### config.mk
export PLATFORM = sky130hd
export DESIGN_NAME = calc_sequencer
export DESIGN_NICKNAME = d
export VERILOG_FILES = /design/src/rtl/calc_sequencer.sv
export SDC_FILE = /design/constraint.sdc
export NUM_CORES = 1
export LEC_CHECK = 0
export BUFFER_PORTS_ARGS = -buffer_cell sky130_fd_sc_hd__buf_2
export CAP_MARGIN = 25
export CORE_MARGIN = 2
export CORE_UTILIZATION = 54
export CTS_CLUSTER_SIZE = 20
export DETAILED_ROUTE_END_ITERATION = 8
export PLACE_DENSITY = 0.8
export RECOVER_POWER = 50
export SKIP_CTS_REPAIR_TIMING = 1
export SLEW_MARGIN = 25
export SYNTH_ARGS = -nofsm -noshare
export SYNTH_HDL_FRONTEND = slang
export SYNTH_SLANG_ARGS = --single-unit
export TNS_END_PERCENT = 30
### constraint.sdc
create_clock -name clk -period 1.95 [get_ports clk]
set_input_delay 0 -clock clk [delete_from_list [all_inputs] [get_ports clk]]
set_output_delay 0 -clock clk [all_outputs]
set_load 0.02 [all_outputs]
### src/rtl/calc_sequencer.sv
// Purpose : control sequencer for a 4-digit BCD calculator: digit entry, operand
//           capture, ALU handshake with timeout, result/error display.
// Latency : all outputs registered or decoded from registered state; alu_start one
//           cycle after arith_pulse; ERROR ALU_TIMEOUT cycles after BUSY entry.
// Backpressure: none; pulses are consumed in the cycle they arrive or dropped.
// Ports   : clk/rst (sync, active-low); clr_pulse, ent_pulse, digit_inc[3:0],
//           arith_pulse, op_sel from the keypad; alu_a/alu_b/alu_op/alu_start to the
//           ALU, alu_done/alu_result/alu_neg/alu_ovf back; display_value/display_neg,
//           error and state to the front panel.
module calc_sequencer #(
  parameter int ALU_TIMEOUT = 64
) (
  input  logic        clk,
  input  logic        rst,
  input  logic        clr_pulse,
  input  logic        ent_pulse,
  input  logic [3:0]  digit_inc,
  input  logic        arith_pulse,
  input  logic        op_sel,
  output logic [15:0] alu_a,
  output logic [15:0] alu_b,
  output logic        alu_op,
  output logic        alu_start,
  input  logic        alu_done,
  input  logic [15:0] alu_result,
  input  logic        alu_neg,
  input  logic        alu_ovf,
  output logic [15:0] display_value,
  output logic        display_neg,
  output logic        error,
  output logic [2:0]  state
);

  typedef enum logic [2:0] {
    ENTRY_A = 3'd0,
    ENTRY_B = 3'd1,
    OP_WAIT = 3'd2,
    BUSY    = 3'd3,
    RESULT  = 3'd4,
    ERROR   = 3'd5
  } state_t;

  localparam int CW = $clog2(ALU_TIMEOUT) + 1;
  localparam logic [CW-1:0] TMO_LAST = CW'(ALU_TIMEOUT - 1);

  state_t        state_q, state_d;
  logic [15:0]   entry_q, entry_d;
  logic [15:0]   opa_q, opa_d;
  logic [15:0]   opb_q, opb_d;
  logic [15:0]   result_q, result_d;
  logic          neg_q, neg_d;
  logic          op_q, op_d;
  logic          start_q, start_d;
  logic [CW-1:0] tmo_q, tmo_d;

  // Each set bit bumps its own BCD nibble, 9 wrapping to 0.
  function automatic logic [15:0] inc_digits(input logic [15:0] v, input logic [3:0] inc);
    logic [15:0] r;
    r = v;
    for (int k = 0; k < 4; k++) begin
      if (inc[k]) begin
        r[4*k +: 4] = (v[4*k +: 4] >= 4'd9) ? 4'd0 : v[4*k +: 4] + 4'd1;
      end
    end
    return r;
  endfunction

  always_comb begin
    state_d  = state_q;
    entry_d  = entry_q;
    opa_d    = opa_q;
    opb_d    = opb_q;
    result_d = result_q;
    neg_d    = neg_q;
    op_d     = op_q;
    start_d  = 1'b0;
    tmo_d    = '0;

    if (clr_pulse) begin
      state_d  = ENTRY_A;
      entry_d  = '0;
      opa_d    = '0;
      opb_d    = '0;
      result_d = '0;
      neg_d    = 1'b0;
      op_d     = 1'b0;
    end else begin
      case (state_q)
        ENTRY_A: begin
          if (ent_pulse) begin
            opa_d   = entry_q;
            entry_d = '0;
            state_d = ENTRY_B;
          end else begin
            entry_d = inc_digits(entry_q, digit_inc);
          end
        end
        ENTRY_B: begin
          if (ent_pulse) begin
            opb_d   = entry_q;
            entry_d = '0;
            state_d = OP_WAIT;
          end else begin
            entry_d = inc_digits(entry_q, digit_inc);
          end
        end
        OP_WAIT: begin
          if (arith_pulse) begin
            op_d    = op_sel;
            start_d = 1'b1;
            state_d = BUSY;
          end
        end
        BUSY: begin
          // alu_done beats the timeout when both land on the last count.
          if (alu_done) begin
            if (alu_ovf) begin
              state_d = ERROR;
            end else begin
              result_d = alu_result;
              neg_d    = alu_neg;
              state_d  = RESULT;
            end
          end else if (tmo_q == TMO_LAST) begin
            state_d = ERROR;
          end else begin
            tmo_d = tmo_q + CW'(1);
          end
        end
        RESULT: begin
          if (ent_pulse) begin
            opa_d   = result_q;
            neg_d   = 1'b0;
            entry_d = '0;
            state_d = ENTRY_B;
          end
        end
        ERROR: begin
          state_d = ERROR;
        end
        default: begin
          state_d = ENTRY_A;
        end
      endcase
    end
  end

  always_ff @(posedge clk) begin
    if (!rst) begin
      state_q  <= ENTRY_A;
      entry_q  <= '0;
      opa_q    <= '0;
      opb_q    <= '0;
      result_q <= '0;
      neg_q    <= 1'b0;
      op_q     <= 1'b0;
      start_q  <= 1'b0;
      tmo_q    <= '0;
    end else begin
      state_q  <= state_d;
      entry_q  <= entry_d;
      opa_q    <= opa_d;
      opb_q    <= opb_d;
      result_q <= result_d;
      neg_q    <= neg_d;
      op_q     <= op_d;
      start_q  <= start_d;
      tmo_q    <= tmo_d;
    end
  end

  always_comb begin
    display_value = '0;
    case (state_q)
      ENTRY_A, ENTRY_B: display_value = entry_q;
      OP_WAIT, BUSY:    display_value = opb_q;
      RESULT:           display_value = result_q;
      default:          display_value = '0;
    endcase
  end

  assign alu_a       = opa_q;
  assign alu_b       = opb_q;
  assign alu_op      = op_q;
  assign alu_start   = start_q;
  assign display_neg = (state_q == RESULT) && neg_q;
  assign error       = (state_q == ERROR);
  assign state       = state_q;

endmodule

# Yosys cells after proc, flatten, opt, wreduce, memory -nomap -nowiden
# Index checks and enable logic that the tools add are counted.
dict set report totals {
  regBits 77
  out_inout_bits 55
}
dict set report classes {
  addsub 5
  order_cmp 4
  eq_ne 18
  n_mux 27
  bitwise_logic 4
  n_reduce_logical 21
}
# cell n
set op_table {}
lappend op_table {{two-way mux 16 bit} 4}
lappend op_table {{case mux 16 bit (2 select lines)} 2}
lappend op_table {{case mux 16 bit (3 select lines)} 1}
lappend op_table {{two-way mux 4 bit} 8}
lappend op_table {{AND reduction 3 bit} 6}
lappend op_table {{adder 4 x 1 -> 4 bit (second input constant)} 4}
lappend op_table {{>= comparator 4 bit (second input constant)} 4}
lappend op_table {{two-way mux 3 bit} 5}
lappend op_table {{case mux 3 bit (5 select lines)} 1}
lappend op_table {{inequality test 2 bit (second input constant)} 6}
lappend op_table {{inequality test 3 x 1 -> 1 bit (second input constant)} 4}
lappend op_table {{AND reduction 4 bit} 2}
lappend op_table {{OR reduction 2 bit} 4}
lappend op_table {{adder 7 x 1 -> 7 bit (second input constant)} 1}
lappend op_table {{== test 7 x 6 -> 1 bit (second input constant)} 1}
lappend op_table {{== test 3 x 2 -> 1 bit (second input constant)} 2}
lappend op_table {{== test 3 bit (second input constant)} 2}
lappend op_table {{nonzero test 2 bit} 3}
lappend op_table {{two-way mux 1 bit} 5}
lappend op_table {{OR reduction 5 bit} 1}
lappend op_table {{NOT 1 bit} 4}
lappend op_table {{AND reduction 2 bit} 2}
lappend op_table {{== test 3 x 1 -> 1 bit (second input constant)} 1}
lappend op_table {{logical NOT 3 bit} 1}
lappend op_table {{other kinds (5)} 5}

# Longest topological paths before layout
# Gate-level depths: netlist (run 1).
dict set report logic_depth {
  word_depth 5
  mapped_depth 7
}

# Least setup slack after synthesis (run 1)
# OpenSTA, ideal clock, no wires.
dict set report synth_timing {
  path_type {register to register}
  startpoint {reg state_q[1] (netlist: state[1])}
  endpoint {reg result_q[7]}
  setup_ns 0.128
  t_arrival_ns 1.520
  required_ns 1.822
  path_slack_ns 0.302
  stages_incl_launch_ff 8
  path_buffers 3
  path_cell_list {dfxtp_1 > buf_4 > and2b_4 > and4_1 > buf_4 > buf_6 > mux2i_1 > nor2_1}
}
dict set report synth_between {
  elab_chain_len 2
}
# item line_no
set synth_lines {}
lappend synth_lines {{start, declared} 46} ;# state_t state_q, state_d;
lappend synth_lines {{start signal, assigned} 160} ;# state_q <= state_d;
lappend synth_lines {{== test 3 x 2 -> 1 bit} 88} ;# case (state_q)
lappend synth_lines {{AND reduction 3 bit (no source line)} -}
lappend synth_lines {{end signal, assigned} 164} ;# result_q <= result_d;
lappend synth_lines {{end, declared} 50} ;# logic [15:0] result_q, result_d;
# Every way passes these cells.
# A chain may end at the register's enable or synchronous reset.

# Worst setup path in the final report (run 1)
dict set report layout_timing {
  startpoint {reg state_q[0] (netlist: state[0])}
  endpoint {reg result_q[11]}
}
# Same word-level chain as after synthesis.

==> impl_metrics.tcl, run 1 <==
set metrics [dict create \
    synth_warnings 0 \
    p_per_area_mw_per_mm2 688 \
    io_buffer_count 83 \
    max-cap-violations 0 \
    tightest_slew_ps 612 \
    final_critical_path_setup_slack_ps 123 \
    grt_first_pass_wirelength_um 15100 \
    cts_root_buffer "clkbuf_8" \
    setup.worst_path.end_class "flip-flop" \
    number_of_nets_with_antenna_violations_after_routing 0 \
    routed_wire_length_per_instance_um 15.4 \
    max_slew_margin_vs_limit_pct 59.2 \
    fillCellCount 561 \
    hold_path_startpoint "arith_pulse" \
    proportion_of_layout_cells_with_a_drive_suffix_above_1_pct 16.1 \
    drt-pass1-iter-count 4 \
    clock_skew_ps 9.10 \
    numPlacedInstances 584 \
    mappedNetlistArea_mm2 0.00369 \
    finalWorstPathRequiredPeriod_ps 1830 \
    crit_path_cell_trace "and4_1 -> clkbuf_2 -> mux2i_1 -> nor2_1" \
    initial_utilization_pct 55.0 \
    critical_path_arrival_ps 2060 \
    synthDistinctLibCells 44 \
    vertical_extent_of_the_die_um 86.7 \
    gp_routability_congestion 0.889 \
    slowest_stage "dfxtp_1" \
    use_met3_pct 4.00 \
    cp_max_fo 18 \
    sequential_cell_area_fraction_in_the_yosys_report_pct 41.7 \
    setup_total_negative_slack_ps 0 \
    mappedNetlistNets 474 \
    die_area_mm2 0.00752 \
    drv_slew 0 \
    grt_overflow 0 \
    area.growth.synth_to_final_pct 23.2 \
    post_synth_inst_count 432 \
    placementRows 30 \
    worstHoldPathType "in -> reg" \
    edff_count_synth 0 \
    ff_latch_count_synth 77 \
    critPathRequiredTime_ps 2180 \
    syn_area_per_cell_um2 8.55 \
    asyncSetResetFlopFracSynth_pct 0 \
    dp_worst_setup_slack_ps 173 \
    grtUsageMet2_pct 42.1 \
    timing.hold.ws_ps 1.46 \
    tritoncts_num_sinks 77 \
    place.detailed.hpwl_um 6630 \
    stdcell_count 619 \
    gr_util_met1_pct 32.3 \
    dr_total_vias 3431 \
    grt_max_degree 44 \
    drt-total-wl_um 9530 \
    final-hold-violation-count 0 \
    die_w_um 86.7 \
    clkTransAtPathRegs_ps 90 \
    fmaxAchievable_ghz 0.547 \
    result_of_the_run "finished clean" \
    clock_tree.htree_level_count 3 \
    coreArea_mm2 0.00672 \
    criticalPathCategory "reg -> reg" \
    setup.worst_path.start_class "flip-flop" \
    ios 84 \
    synth_top_flop_cell "dfxtp_1" \
    number_of_global_route_vias_before_repair 3245 \
    cellLeakagePower_nw 1.65 \
    critical-path-max-stage-delay_ps 590 \
    global_route.peak_usage_layer "met2" \
    clock_latency_on_the_worst_skew_pair_ps 360 \
    r2r_start "state[0]" \
    fin_nets 576 \
    first_iter_violations 202 \
    cts_tree "built" \
    timing.critical_path.from "state[0]" \
    antenna_violations_before_repair 0 \
    globalRouteTotalUtil_pct 25.3 \
    rsz0062_at_grt "false" \
    period_share_pct 93.7 \
    ir_worst_vdd_uv 476 \
    route.detailed.vias_per_inst 5.54 \
    ctsLongestPathBuffers 2 \
    setup-violations-final 0 \
    cts_made_buffers 9 \
    antenna-diode-count 0 \
    drcViolationCount 0 \
]
[cells in the final DEF (no fill, tap or decap), types with 2 or more instances in the layout]
cell type | synthesis | routed
o21ai_1 | 2 | 2
nor2b_1 | 2 | 2
inv_6 | 0 | 3
dfxtp_1 | 77 | 75
clkbuf_8 | 0 | 9
mux2i_1 | 42 | 42
o21ai_0 | 33 | 33
o21a_1 | 8 | 8
inv_1 | 16 | 16
clkbuf_2 | 1 | 3
or3b_2 | 2 | 2
o21bai_1 | 3 | 3
or3b_1 | 2 | 2
dfxtp_2 | 0 | 2
nand3_1 | 12 | 12
clkbuf_1 | 13 | 38
a21o_1 | 4 | 4
nand2b_1 | 2 | 2
xnor2_1 | 12 | 12
clkinv_4 | 0 | 2
buf_4 | 7 | 10
and3_1 | 2 | 2
a211oi_1 | 10 | 10
nand2_1 | 58 | 58
ha_1 | 13 | 13
dlygate4sd3_1 | 0 | 19
buf_2 | 7 | 48
a21oi_1 | 43 | 43
a31oi_1 | 2 | 2
nor2_1 | 39 | 39
[sequential cells by signal (all words and copies together), names as in the netlist]
| register | cells |
|---|---|
| neg_q | 1 |
| entry_q | 16 |
| alu_start | 1 |
| alu_a | 16 |
| alu_op | 1 |
| alu_b | 16 |
| tmo_q | 7 |
| state | 3 |
| result_q | 16 |
[synth_stat cells, types with 2 or more instances]
library cell / count / share of area [%]
nand3_1: 12 / 1.6
buf_4: 7 / 1.4
o21bai_1: 3 / 0.61
mux2i_1: 42 / 11
dfxtp_1: 77 / 42
buf_2: 7 / 0.95
a21o_1: 4 / 0.81
clkbuf_1: 13 / 1.3
nand2_1: 58 / 5.9
or3b_2: 2 / 0.47
inv_1: 16 / 1.6
o21a_1: 8 / 1.6
a211oi_1: 10 / 2.0
o21ai_0: 33 / 4.5
a21oi_1: 43 / 5.8
a31oi_1: 2 / 0.34
nor2_1: 39 / 4.0
nor3b_2: 2 / 0.68
nand2b_1: 2 / 0.34
and3_1: 2 / 0.34
or3b_1: 2 / 0.47
xnor2_1: 12 / 2.8
ha_1: 13 / 4.4
o21ai_1: 2 / 0.27
nor2b_1: 2 / 0.34
[report_power, final]
| part | total [mW] | switching, mW | internal, mW | leakage [nW] |
|---|---|---|---|---|
| combinational | 0.266 | 0.155 | 0.111 | 0.924 |
| sequential | 1.61 | 0.0226 | 1.59 | 0.623 |
| clock | 1.25 | 0.646 | 0.609 | 0.101 |
[logic make-up after synthesis]
family                   Yosys count  share of synthesized area, %
multiplexers                      42                          11.4
buffers and inverters             45                          5.76
AO/OA/AOI/OAI                    112                          17.8
AND/OR/NAND/NOR                  130                          15.9
adder cells (fa/ha/maj)           13                          4.40
flip-flops                        77                          41.7
XOR/XNOR                          13                          3.08
[final cells by class]
cell class              count  area [µm²]  area share (%)
multi-input cells         310        1950            42.8
well taps                  80         100            2.20
inverters                  16        60.1            1.32
flip-flops and latches     77        1540            33.9
clock buffers               9         124            2.72
repair buffers            120         694            15.3
clock inverters             7        81.3            1.79
[stage by stage]
| step | power [mW] | instance area, µm² | util [%] |
|---|---|---|---|
| CTS | 3.13 | 4430 | 65.9 |
| finish | 3.13 | 4550 | 67.7 |
| detailed placement | 1.89 | 4220 | 62.9 |
| floorplan | 1.80 | 3690 | - |
| global placement | 1.88 | 4220 | 62.9 |
| global route | 3.23 | 4550 | 67.7 |
[final timing paths]
| kind | endpoint | slack (ps) | depth (start not counted) |
|---|---|---|---|
| worst min register to register | tmo_q[6] | 450 | 2 |
| worst min-delay path | alu_start | 1 | 3 |
| worst max register to register | result_q[11] | 120 | 4 |
| worst max-delay path | result_q[11] | 120 | 4 |
[per-layer routing]
| metal | part of all wire [%] | vias to the layer above |
|---|---|---|
| li1 | - | 1683 |
| met1 | 45 | 1635 |
| met2 | 49 | 96 |
| met3 | 4.0 | 17 |
| met4 | 2.1 | 0 |
| met5 | 0 | - |
[critical path, delay by kind of cell, from the launching register on]
kind / cells / cell delay (ps)
multiplexers: 1 / 280
AND/OR/NAND/NOR: 2 / 330
flip-flops: 1 / 590
buffers and inverters: 1 / 500
No activity file was read; power rests on OpenSTA's default activity.
==> run 2, diff against run 1 <==
ABC_AREA = 1   (was default)
==> impl_metrics.tcl, run 2 <==
set metrics [dict create \
    drt-total-wl_um 9750 \
    cp_max_fo 19 \
    fin_nets 632 \
    ios 84 \
    routed_wire_length_per_instance_um 14.5 \
    result_of_the_run "finished clean" \
    layout_commonest_cell "nand2_1" \
    critical_path_arrival_ps 1850 \
    die_w_um 87.2 \
    cts_tree "built" \
    coreArea_mm2 0.00676 \
    synth_top_cell_area_share_pct 41.2 \
    clkPwrFrac_pct 41.3 \
    cellInternalPower_mw 2.59 \
    sequential_cell_area_fraction_in_the_yosys_report_pct 41.2 \
    highest-signal-layer "met4" \
    asyncSetResetFlopFracSynth_pct 0 \
    fillCellCount 598 \
    edff_count_synth 0 \
    setup.worst_path.start_class "flip-flop" \
    criticalPathCategory "reg -> out" \
    combinationalPowerShare_pct 11.7 \
    synth_top_flop_cell "dfxtp_1" \
    placementRows 30 \
    worstHoldPathType "in -> reg" \
    p_sw_share_pct 25.8 \
    multiInputGateArea_mm2 0.00177 \
    fmaxAchievable_ghz 0.542 \
    setup-violations-final 0 \
    cts_made_buffers 9 \
    drv_slew 0 \
    grt_first_pass_wirelength_um 15600 \
    drt-pass1-iter-count 5 \
    post_synth_inst_count 493 \
    antenna-diode-count 0 \
    clock_skew_ps 10.9 \
    rsz0062_at_grt "false" \
    gp_routability_congestion 0.882 \
    period_share_pct 94.7 \
    mappedNetlistArea_mm2 0.00374 \
    detailed_place.area_mm2 0.00416 \
    yosys.area.top_type "dfxtp_1" \
    die_area_mm2 0.00760 \
    route.met3.wl_um 565 \
    max-cap-violations 0 \
    antenna_violations_before_repair 0 \
    place.detailed.hpwl_um 6730 \
    mappedNetlistNets 535 \
    ctsLongestPathBuffers 2 \
    grt_max_degree 33 \
    register_area_mm2 0.00154 \
    yosys-top-cells-count "86 x nand2_1, 77 x dfxtp_1, 60 x o21ai_0" \
    route.met2.wl_um 4610 \
    post-synth-top-count-cell "nand2_1" \
    drcViolationCount 0 \
    finalInstanceArea_mm2 0.00448 \
    grt_overflow 0 \
    synth_warnings 0 \
    p_per_area_mw_per_mm2 778 \
    syn_area_per_cell_um2 7.58 \
    number_of_nets_with_antenna_violations_after_routing 0 \
    cellLeakagePower_nw 1.87 \
    io_buffer_count 83 \
    seqPwrFrac_pct 47.1 \
    yosys-top-cells-area "dfxtp_1 41%, nand2_1 8.6%, o21ai_0 8.0%, nor2_1 5.8%, inv_1 5.2%" \
    area.growth.synth_to_final_pct 20.0 \
    number_of_global_route_vias_before_repair 3323 \
    net-switching-power_mw 0.899 \
    final-hold-violation-count 0 \
    dr_total_vias 3646 \
    globalRouteTotalUtil_pct 26.1 \
    first_iter_violations 223 \
    critPathRequiredTime_ps 1950 \
    max_slew_margin_vs_limit_pct 62.4 \
    ir_worst_vdd_uv 490 \
    synthDistinctLibCells 37 \
    drt-met1-wl_um 4340 \
    ff_latch_count_synth 77 \
    mostFrequentLayoutCells "92 x nand2_1, 76 x dfxtp_1, 60 x o21ai_0, 57 x nor2_1, 54 x inv_1" \
    finalWorstPathRequiredPeriod_ps 1850 \
    route.detailed.vias_per_inst 5.41 \
    setup.worst_path.end_class "output pin" \
    proportion_of_layout_cells_with_a_drive_suffix_above_1_pct 16.2 \
    cts_root_buffer "clkbuf_8" \
    initial_utilization_pct 55.3 \
    tritoncts_num_sinks 77 \
    vertical_extent_of_the_die_um 87.2 \
    setup_total_negative_slack_ps 0 \
    clock_latency_on_the_worst_skew_pair_ps 350 \
    clock_tree.htree_level_count 3 \
    layout.core_utilization_pct 66.4 \
    clkTransAtPathRegs_ps 80 \
    tightest_slew_ps 562 \
]
[run 2: cell families after synthesis]
| kind of cell | Yosys count | share of synthesized area [%] |
|---|---|---|
| simple gates | 194 | 24.4 |
| flops | 77 | 41.2 |
| buf+inv | 83 | 10.1 |
| compound gates | 122 | 18.9 |
| fa+ha+maj | 13 | 4.35 |
| xor+xnor | 4 | 0.937 |
[run 2: path summary, 6_finish.rpt]
check,slack (ps),depth (start not counted),to,startpoint
hold / removal,4,4,state[2],clr_pulse
setup / recovery,100,6,display_value[8],state[0]
hold reg to reg,460,1,tmo_q[0],tmo_q[0]
setup reg to reg,180,5,result_q[0],state[1]
[run 2: cell type report]
cell class,count,area share [%]
clock inverters,6,2.51
clock buffers,9,2.76
inverters,63,5.44
repair buffers,106,13.2
flip-flops and latches,77,34.4
multi-input cells,333,39.5
well taps,80,2.23
[run 2: per-layer routing]
layer  up-vias  global-route usage (%)
met5         -                       0
met4         0                    11.3
met3        24                    4.36
met2       122                    42.1
met1      1685                    34.6
li1       1815                       -
[run 2: per-stage QoR]
| stage | setup WS (ps) | instances | power (mW) | hold slack, ps |
|---|---|---|---|---|
| after floorplan | 564 | 493 | 1.95 | 135 |
| after global placement | 348 | 640 | 2.06 | 220 |
| after detailed placement | 259 | 640 | 2.07 | 226 |
| after CTS | 65.6 | 655 | 3.49 | -134 |
| after global routing | 16.5 | 674 | 3.63 | 30.6 |
| final | 103 | 674 | 3.49 | 3.97 |
[run 2: power by group through the flow]
| stage | Sequential, mW | Clock (mW) | Combinational (mW) |
|---|---|---|---|
| finish | 1.64 | 1.44 | 0.408 |
| global route | 1.65 | 1.53 | 0.451 |
| CTS | 1.64 | 1.45 | 0.396 |
| detailed placement | 1.68 | 0 | 0.392 |
| global placement | 1.68 | 0 | 0.384 |
| floorplan | 1.69 | 0 | 0.256 |
[run 2: critical path, cell delays in order, from the launching register on]
cell      delay [ps]
dfxtp_1          420
nor2_4           240
nand2_8          160
inv_6            190
nand2_1          150
o221ai_1         110
buf_2            210
